--- src/rtl/sn_defs.sv ---
// Shared definitions for the sorting-network slice.
// FSM encodings and default widths used by the cells and the unsort buffer.
package sn_defs;

    localparam int SN_DATA_WIDTH  = 8;
    localparam int SN_LABEL_WIDTH = 3;

    localparam logic [0:0] ST_FILL  = 1'b0;
    localparam logic [0:0] ST_DRAIN = 1'b1;

endpackage

--- src/rtl/unsort_mem.sv ---
// Frame buffer for the unsort stage.
// One synchronous write port, one combinational read port.
module unsort_mem
    import sn_defs::*;
#(
    parameter int DATA_WIDTH  = SN_DATA_WIDTH,
    parameter int LABEL_WIDTH = SN_LABEL_WIDTH,
    parameter int N           = 8
) (
    input  logic                   clk,
    input  logic                   we,
    input  logic [LABEL_WIDTH-1:0] waddr,
    input  logic [DATA_WIDTH-1:0]  wdata,
    input  logic [LABEL_WIDTH-1:0] raddr,
    output logic [DATA_WIDTH-1:0]  rdata
);

    logic [DATA_WIDTH-1:0] mem [N];

    // Store a word in the slot named by its original position
    always_ff @(posedge clk) begin
        if (we) begin
            mem[waddr] <= wdata;
        end
    end

    assign rdata = mem[raddr];

endmodule

--- src/rtl/label_unsort_buffer.sv ---
// Restores sorted (data, label) pairs to their original order.
// Fills a frame by label, then streams it out in index order.
module label_unsort_buffer
    import sn_defs::*;
#(
    parameter int DATA_WIDTH  = SN_DATA_WIDTH,
    parameter int LABEL_WIDTH = SN_LABEL_WIDTH,
    parameter int N           = 8
) (
    input  logic                   clk,
    input  logic                   rst,
    input  logic                   s_valid,
    output logic                   s_ready,
    input  logic [DATA_WIDTH-1:0]  s_data,
    input  logic [LABEL_WIDTH-1:0] s_label,
    output logic                   m_valid,
    input  logic                   m_ready,
    output logic [DATA_WIDTH-1:0]  m_data,
    output logic [LABEL_WIDTH-1:0] m_index,
    output logic                   m_last,
    output logic                   err_dup,
    output logic                   err_range
);

    localparam logic [LABEL_WIDTH:0]   N_EXT    = (LABEL_WIDTH + 1)'(N);
    localparam logic [LABEL_WIDTH-1:0] LAST_IDX = LABEL_WIDTH'(N - 1);

    logic [0:0]             state;
    logic [N-1:0]           occ;
    logic [N-1:0]           hit;
    logic                   accept;
    logic                   in_range;
    logic                   wr;
    logic                   done;
    logic [LABEL_WIDTH-1:0] next_idx;
    logic [LABEL_WIDTH-1:0] raddr;
    logic [DATA_WIDTH-1:0]  rdata;

    assign s_ready  = (state == ST_FILL) && !rst;
    assign accept   = s_valid && s_ready;
    assign in_range = {1'b0, s_label} < N_EXT;
    assign wr       = accept && in_range;
    assign next_idx = m_index + 1'b1;
    assign done     = wr && (&(occ | hit));

    // Slot 0 is read on the completing write; the following slot while draining
    assign raddr = (state == ST_DRAIN && !m_last) ? next_idx : '0;

    // One-hot of the slot being written this cycle
    always_comb begin
        hit = '0;
        for (int i = 0; i < N; i++) begin
            hit[i] = wr && (s_label == LABEL_WIDTH'(i));
        end
    end

    unsort_mem #(
        .DATA_WIDTH (DATA_WIDTH),
        .LABEL_WIDTH(LABEL_WIDTH),
        .N          (N)
    ) u_mem (
        .clk  (clk),
        .we   (wr),
        .waddr(s_label),
        .wdata(s_data),
        .raddr(raddr),
        .rdata(rdata)
    );

    // Fill/drain control, occupancy tracking, output register and sticky errors
    always_ff @(posedge clk) begin
        if (rst) begin
            state     <= ST_FILL;
            occ       <= '0;
            m_valid   <= 1'b0;
            m_data    <= '0;
            m_index   <= '0;
            m_last    <= 1'b0;
            err_dup   <= 1'b0;
            err_range <= 1'b0;
        end else begin
            if (wr) begin
                occ <= occ | hit;
                if (|(occ & hit)) begin
                    err_dup <= 1'b1;
                end
            end
            if (accept && !in_range) begin
                err_range <= 1'b1;
            end
            if (done) begin
                state   <= ST_DRAIN;
                m_valid <= 1'b1;
                m_index <= '0;
                m_last  <= (N == 1);
                // The word completing the frame may itself belong in slot 0
                m_data  <= hit[0] ? s_data : rdata;
            end else if (state == ST_DRAIN && m_valid && m_ready) begin
                if (m_last) begin
                    state   <= ST_FILL;
                    occ     <= '0;
                    m_valid <= 1'b0;
                    m_last  <= 1'b0;
                    m_index <= '0;
                end else begin
                    m_index <= next_idx;
                    m_data  <= rdata;
                    m_last  <= (next_idx == LAST_IDX);
                end
            end
        end
    end

endmodule

--- config.mk ---
export PLATFORM = sky130hd
export DESIGN_NAME = label_unsort_buffer
export DESIGN_NICKNAME = d
export VERILOG_FILES = /design/src/rtl/sn_defs.sv /design/src/rtl/unsort_mem.sv /design/src/rtl/label_unsort_buffer.sv
export SDC_FILE = /design/constraint.sdc
export NUM_CORES = 1
export LEC_CHECK = 0
export BUFFER_PORTS_ARGS = -buffer_cell sky130_fd_sc_hd__buf_2
export CORE_UTILIZATION = 50
export CTS_CLUSTER_DIAMETER = 50
export DETAILED_ROUTE_END_ITERATION = 10
export PLACE_DENSITY = 0.77
export SLEW_MARGIN = 10
export SYNTH_ARGS = -nofsm -noshare
export SYNTH_HDL_FRONTEND = slang
export SYNTH_SLANG_ARGS = --single-unit
--- constraint.sdc ---
create_clock -name clk -period 3.6 [get_ports clk]
set_input_delay 0.54 -clock clk [delete_from_list [all_inputs] [get_ports clk]]
set_output_delay 0.54 -clock clk [all_outputs]
set_load 0.05 [all_outputs]
Word level (Yosys, flattened, before mapping) --
Memories as Yosys holds them, arrays and structs flattened. Index checks and enable logic that the tools add are counted.
Cells by class: equality and inequality tests 9, bitwise operators 3, multiplexer cells 16, reduce and logical (&&, ||, !) cells 24, add/subtract/negate cells 1
Operator list (number):
- $mux 8 | 8
- $eq 3x3->1 const B | 5
- $logic_and 1x1->1 | 13
- $and 8x8->8 | 1
- $or 8x8->8 | 1
- $reduce_and 8->1 | 1
- $reduce_or 8->1 | 1
- $eq 3x2->1 const B | 2
- $mux 1 | 6
- $mux 3 | 2
- $reduce_and 2->1 | 3
- $reduce_bool 2->1 | 2
- $add 3x1->3 const B | 1
- $eq 3x1->1 const B | 1
- $logic_not 3->1 | 1
- $logic_not 1->1 | 2
- $ne 2x1->1 const B | 1
- $reduce_or 2->1 | 1
- $not 1->1 | 1
Word-level totals: output and inout port bits 16, word-level logic and storage cells 60, memory bits (writable) 64, bits of input ports 15, register bits after elaboration 22, memories 1
Memory list:
- u_mem.mem | depth 8, bits a word 8, rd ports 1, clocked after Yosys merged registers in 0, wr ports 1, line unsort_mem.sv:18 | logic [DATA_WIDTH-1:0] mem [N];

Depth between registers and ports, before layout --
depth after elaboration 9, depth in mapped cells 10, gate-level depth less buffers 7

Modules after synthesis --
Synthesis repeated with hierarchy kept, for this count alone.
Unflattened totals: cell total of the unflattened synthesis 246, area total of the unflattened synthesis 3744.8 um^2
Modules (own cells, without submodules):
- unsort_mem | times used 1, area an instance 2531.2 um^2, seq. area each 1921.8 um^2, cells each 106
- label_unsort_buffer | times used 1, area an instance 1213.7 um^2, seq. area each 440.4 um^2, cells each 140

Worst setup path before layout --
OpenSTA, ideal clock, no wires.
path type reg-to-reg, from reg m_index[0], to reg m_data[5], buffers on the path 1, clock period less this slack 2821 ps, path slack 779 ps, data arrival time 2750 ps, stages on the path, launching flop included 9, data required time 3529 ps, setup time 71 ps, cell sequence dfxtp_1 > clkinv_1 > clkbuf_1 > ha_1 > nor2_1 > nor2_1 > a22o_1 > or4b_1 > a21oi_1
Between the ends: cells in the longest elaborated chain, start to end 6, elaborated cells on any way between the ends 7, those cells by class add/sub (1); mux (5); memory (1)
RTL lines:
- start, declared | line label_unsort_buffer.sv:19 | output logic [LABEL_WIDTH-1:0] m_index,
- start signal, assigned | line label_unsort_buffer.sv:106 | m_index <= next_idx;
- $add 3x1->3 * | line label_unsort_buffer.sv:43 | assign next_idx = m_index + 1'b1;
- $mux 3 * | line label_unsort_buffer.sv:47 | assign raddr = (state == ST_DRAIN && !m_last) ? next_idx : '0;
- $mem_v2 8x8 *
- $mux 8 | line label_unsort_buffer.sv:99 | if (m_last) begin
- $mux 8 | line label_unsort_buffer.sv:98 | end else if (state == ST_DRAIN && m_valid && m_ready) begin
- $mux 8 * | line label_unsort_buffer.sv:91 | if (done) begin
- end signal, assigned | line label_unsort_buffer.sv:97 | m_data <= hit[0] ? s_data : rdata;
- end signal, assigned | line label_unsort_buffer.sv:107 | m_data <= rdata;
- end, declared | line label_unsort_buffer.sv:18 | output logic [DATA_WIDTH-1:0] m_data,
Every way passes the cells marked *; elsewhere a longest branch is shown, timed or not. The select of a mux whose other input is x is not followed. A chain may end at the register's enable or synchronous reset.

Worst setup path after layout --
Same ends and word-level chain as after synthesis.

==> run_summary.xml <==
<?xml version="1.0" encoding="UTF-8"?>
<metrics>
  <group name="job">
    <metric name="max_cap_viol_count" unit="">0</metric>
  </group>
  <group name="pwr">
    <metric name="p_int" unit="uW">1464</metric>
    <metric name="power_density" unit="mW/mm^2">462.7</metric>
    <metric name="power.share.switching" unit="">0.2056</metric>
    <metric name="power.static_leakage" unit="uW">0.001367</metric>
    <metric name="totalPowerFinal" unit="uW">1843</metric>
    <metric name="clkPwrFrac" unit="">0.380</metric>
    <metric name="switchingPower" unit="uW">379.0</metric>
    <metric name="power.ir.vdd_worst" unit="uV">193.4</metric>
    <metric name="seq_power_share" unit="">0.589</metric>
    <metric name="power.share.combinational" unit="">0.032</metric>
  </group>
  <group name="floorplanning">
    <metric name="dieArea" unit="mm^2">0.007410</metric>
    <metric name="row_count" unit="">30</metric>
    <metric name="start_util" unit="">0.5203</metric>
    <metric name="io_pins" unit="">31</metric>
    <metric name="design.core.area" unit="mm^2">0.006794</metric>
    <metric name="die_boundary_height" unit="um">86.08</metric>
    <metric name="dieWidth" unit="um">86.08</metric>
  </group>
  <group name="logic_synthesis">
    <metric name="yosys_warnings" unit="">0</metric>
    <metric name="synth_fp_nets" unit="">265</metric>
    <metric name="synth-xor-area-share" unit="">0.002478</metric>
    <metric name="synth_compound_area_frac" unit="">0.1589</metric>
    <metric name="yosys_register_bits" unit="">86</metric>
    <metric name="synthFlopType" unit="">edfxtp_1</metric>
    <metric name="synthMostInstantiatedCell" unit="">edfxtp_1</metric>
    <metric name="synthDominantAreaCellType" unit="">edfxtp_1</metric>
    <metric name="netlist_top_cells_count" unit="">edfxtp_1 (64), dfxtp_1 (22), nor2_1 (16)</metric>
    <metric name="netlist_top_cells_area" unit="">edfxtp_1 (54%), dfxtp_1 (12%), mux4_2 (4.5%)</metric>
    <metric name="seq_area_frac_synth" unit="">0.6683</metric>
    <metric name="syn_area" unit="mm^2">0.003535</metric>
    <metric name="synth-async-reset-ratio" unit="">0</metric>
    <metric name="post-synth-top-area-fraction" unit="">0.5437</metric>
    <metric name="synth_enable_flop_cells" unit="">64</metric>
    <metric name="synth_top_family_by_area" unit="">compound AO/OA/AOI/OAI gates</metric>
    <metric name="syn_avg_cell_area" unit="um^2">14.25</metric>
    <metric name="syn_inst" unit="">248</metric>
    <metric name="synth.distinct_cells" unit="">44</metric>
    <metric name="synth_simple_gate_area_share" unit="">0.07257</metric>
    <metric name="muxShareOfSynthArea" unit="">0.05593</metric>
    <metric name="synth-adder-area-share" unit="">0.007080</metric>
  </group>
  <group name="global_route">
    <metric name="grt_overflow_total" unit="">0</metric>
    <metric name="antenna_violations_before_repair" unit="">0</metric>
    <metric name="grt_first_pass_wirelength" unit="um">11060</metric>
    <metric name="grtUsageTotal" unit="">0.2067</metric>
    <metric name="grt_max_degree" unit="">25</metric>
    <metric name="grt_pass1_vias" unit="">2090</metric>
  </group>
  <group name="critical_path">
    <metric name="setup.worst_path.end_class" unit="">flip-flop</metric>
    <metric name="crit_path_arrival_time" unit="ns">2.99</metric>
    <metric name="timing.setup.critical_path_class" unit="">reg -&gt; reg</metric>
    <metric name="reg2reg_setup_slack" unit="ns">0.90</metric>
    <metric name="critPathRequiredTime" unit="ns">3.88</metric>
    <metric name="timing.critical_path.from_type" unit="">flip-flop</metric>
    <metric name="largest_fanout_on_the_critical_path" unit="">18</metric>
  </group>
  <group name="routing">
    <metric name="drt_antenna_net_count" unit="">0</metric>
    <metric name="met2_length" unit="um">3212</metric>
    <metric name="drt-initial-drc-count" unit="">181</metric>
    <metric name="vias" unit="">2179</metric>
    <metric name="routedWlPerCell" unit="um">18.49</metric>
    <metric name="top_signal_layer_used" unit="">met4</metric>
    <metric name="drtPass1Iterations" unit="">4</metric>
    <metric name="routed_length_on_met1" unit="um">3190</metric>
    <metric name="routed_wirelength" unit="um">7027</metric>
    <metric name="drt_drc_violations_left" unit="">0</metric>
    <metric name="routed_via_density" unit="">5.734</metric>
    <metric name="route.met3.wl" unit="um">492</metric>
  </group>
  <group name="final_layout">
    <metric name="final_layout_size_suffix_gt1_frac" unit="">0.2183</metric>
    <metric name="areaGrowthSynthToFinish" unit="%">12.71</metric>
    <metric name="fin_nets" unit="">296</metric>
    <metric name="finalCoreUtilization" unit="">0.5864</metric>
    <metric name="antennaDiodeCount" unit="">0</metric>
    <metric name="final_design_area_no_fill" unit="mm^2">0.003984</metric>
  </group>
  <group name="clock_tree">
    <metric name="tritoncts.num_buffers" unit="">9</metric>
    <metric name="setup_bufs_post_cts" unit="">0</metric>
    <metric name="clock_sink_count" unit="">86</metric>
    <metric name="htree_num_levels" unit="">3</metric>
    <metric name="cts-root-to-sink-buffers" unit="">2</metric>
    <metric name="path_clk_slew" unit="ns">0.08</metric>
    <metric name="clock_tree_from_tritoncts" unit="">yes</metric>
    <metric name="clock_latency" unit="ns">0.35</metric>
    <metric name="cts_root_buffer" unit="">clkbuf_8</metric>
    <metric name="cts-hold-fix-buffers" unit="">0</metric>
    <metric name="postCtsResizedCells" unit="">0</metric>
  </group>
  <group name="placement">
    <metric name="placement.cell_area" unit="mm^2">0.003775</metric>
    <metric name="finalWeightedCongestion" unit="">0.8598</metric>
    <metric name="dp_hpwl" unit="um">4674</metric>
    <metric name="portbufs" unit="">29</metric>
  </group>
  <group name="worst_hold_path">
    <metric name="min-delay-path-class" unit="">reg -&gt; reg</metric>
  </group>
  <group name="timing">
    <metric name="hold_violations" unit="">0</metric>
    <metric name="fin_hold_ws" unit="ns">0.4759</metric>
    <metric name="tns" unit="ns">0</metric>
    <metric name="fin_worst_skew" unit="ns">0.006202</metric>
    <metric name="final-setup-viol-count" unit="">0</metric>
    <metric name="slew_viol_final" unit="">0</metric>
    <metric name="worst_slew_pin_slew" unit="ns">0.9195</metric>
    <metric name="rsz0062_at_grt" unit="">no</metric>
    <metric name="timing.max_slew.rel_slack" unit="">0.3847</metric>
    <metric name="min_period_over_period" unit="">0.7514</metric>
    <metric name="period_needed" unit="ns">2.705</metric>
    <metric name="maximum_clock_frequency" unit="MHz">369.7</metric>
  </group>
  <group name="status">
    <metric name="status" unit="">finished clean</metric>
  </group>
</metrics>
-- power groups by stage --
stage	logic (uW)	registers, uW	clock network, uW
4_1_cts	58.2	1080	713
5_1_grt	62.9	1090	754
2_1_floorplan	30.9	1110	0
3_5_place_dp	58.2	1110	0
6_report	58.1	1080	700
3_3_place_gp	56.3	1110	0
-- path summary, 6_finish.rpt --
path | startpoint | to | cells past startpoint
max | m_index[0]$_SDFFE_PP0P_ | m_data[5]$_SDFFE_PP0P_ | 7
min | m_data[0]$_SDFFE_PP0P_ | m_data[0]$_SDFFE_PP0P_ | 2
max reg2reg | m_index[0]$_SDFFE_PP0P_ | m_data[5]$_SDFFE_PP0P_ | 7
min reg2reg | m_data[0]$_SDFFE_PP0P_ | m_data[0]$_SDFFE_PP0P_ | 2
-- critical path, cell delays in order, from the launching register on --
cell	delay (ns)
dfxtp_1	0.39
clkinv_1	0.45
ha_1	0.46
nor2_1	0.39
nor2_1	0.10
a22o_1	0.21
or4b_1	0.46
a21oi_1	0.16
-- cell families (layout without fill, tap and decap cells) --
logic type,after synthesis,in the layout
flip-flops,86,86
AND/OR/NAND/NOR,46,46
other,1,1
buffers and inverters,27,63
multiplexers,11,11
adder cells (fa/ha/maj),2,2
XOR/XNOR,1,1
AO/OA/AOI/OAI,74,74
-- metal layers --
layer | vias to the layer above | GRT usage
met5 | - | 0
met4 | 0 | 0.09697
met3 | 13 | 0.03754
met2 | 78 | 0.3131
met1 | 1048 | 0.2908
li1 | 1040 | -
-- flip-flops by register name, summed over array words and instances (netlist names) --
name	cells
state	1
occ	8
m_last	1
m_data	8
m_index	3
err_dup	1
u_mem.mem	64
-- layout by cell type (no fill, tap or decap), types with 3 or more instances in the layout --
master,n
a221oi_1,7
inv_1,10
nand2b_1,5
nor3_1,7
edfxtp_1,64
buf_4,7
a22oi_1,4
o221ai_1,8
nor2_1,16
buf_2,29
clkbuf_8,9
mux4_2,7
and2_1,3
o211ai_1,15
o21a_1,8
mux2i_1,4
o22ai_1,8
a21oi_1,11
dfxtp_1,22
nand2_1,5
-- area by class of cell --
cell class | count | area (um^2)
Timing Repair Buffer | 36 | 197.7
Multi-Input combinational cell | 135 | 1054
Fill cell | 526 | 2810
Tap cell | 96 | 120.1
Clock buffer | 12 | 156.4
Clock inverter | 4 | 52.55
Sequential cell | 86 | 2362
Inverter | 11 | 41.29
-- through the flow --
step                      std cells  setup slack, ns
after floorplan                 248           0.7790
after global placement          364           0.8155
after detailed placement        364           0.7550
after CTS                       380           0.8242
after global routing            380           0.6346
final                           380           0.8951
No activity file was read; power rests on OpenSTA's default activity.
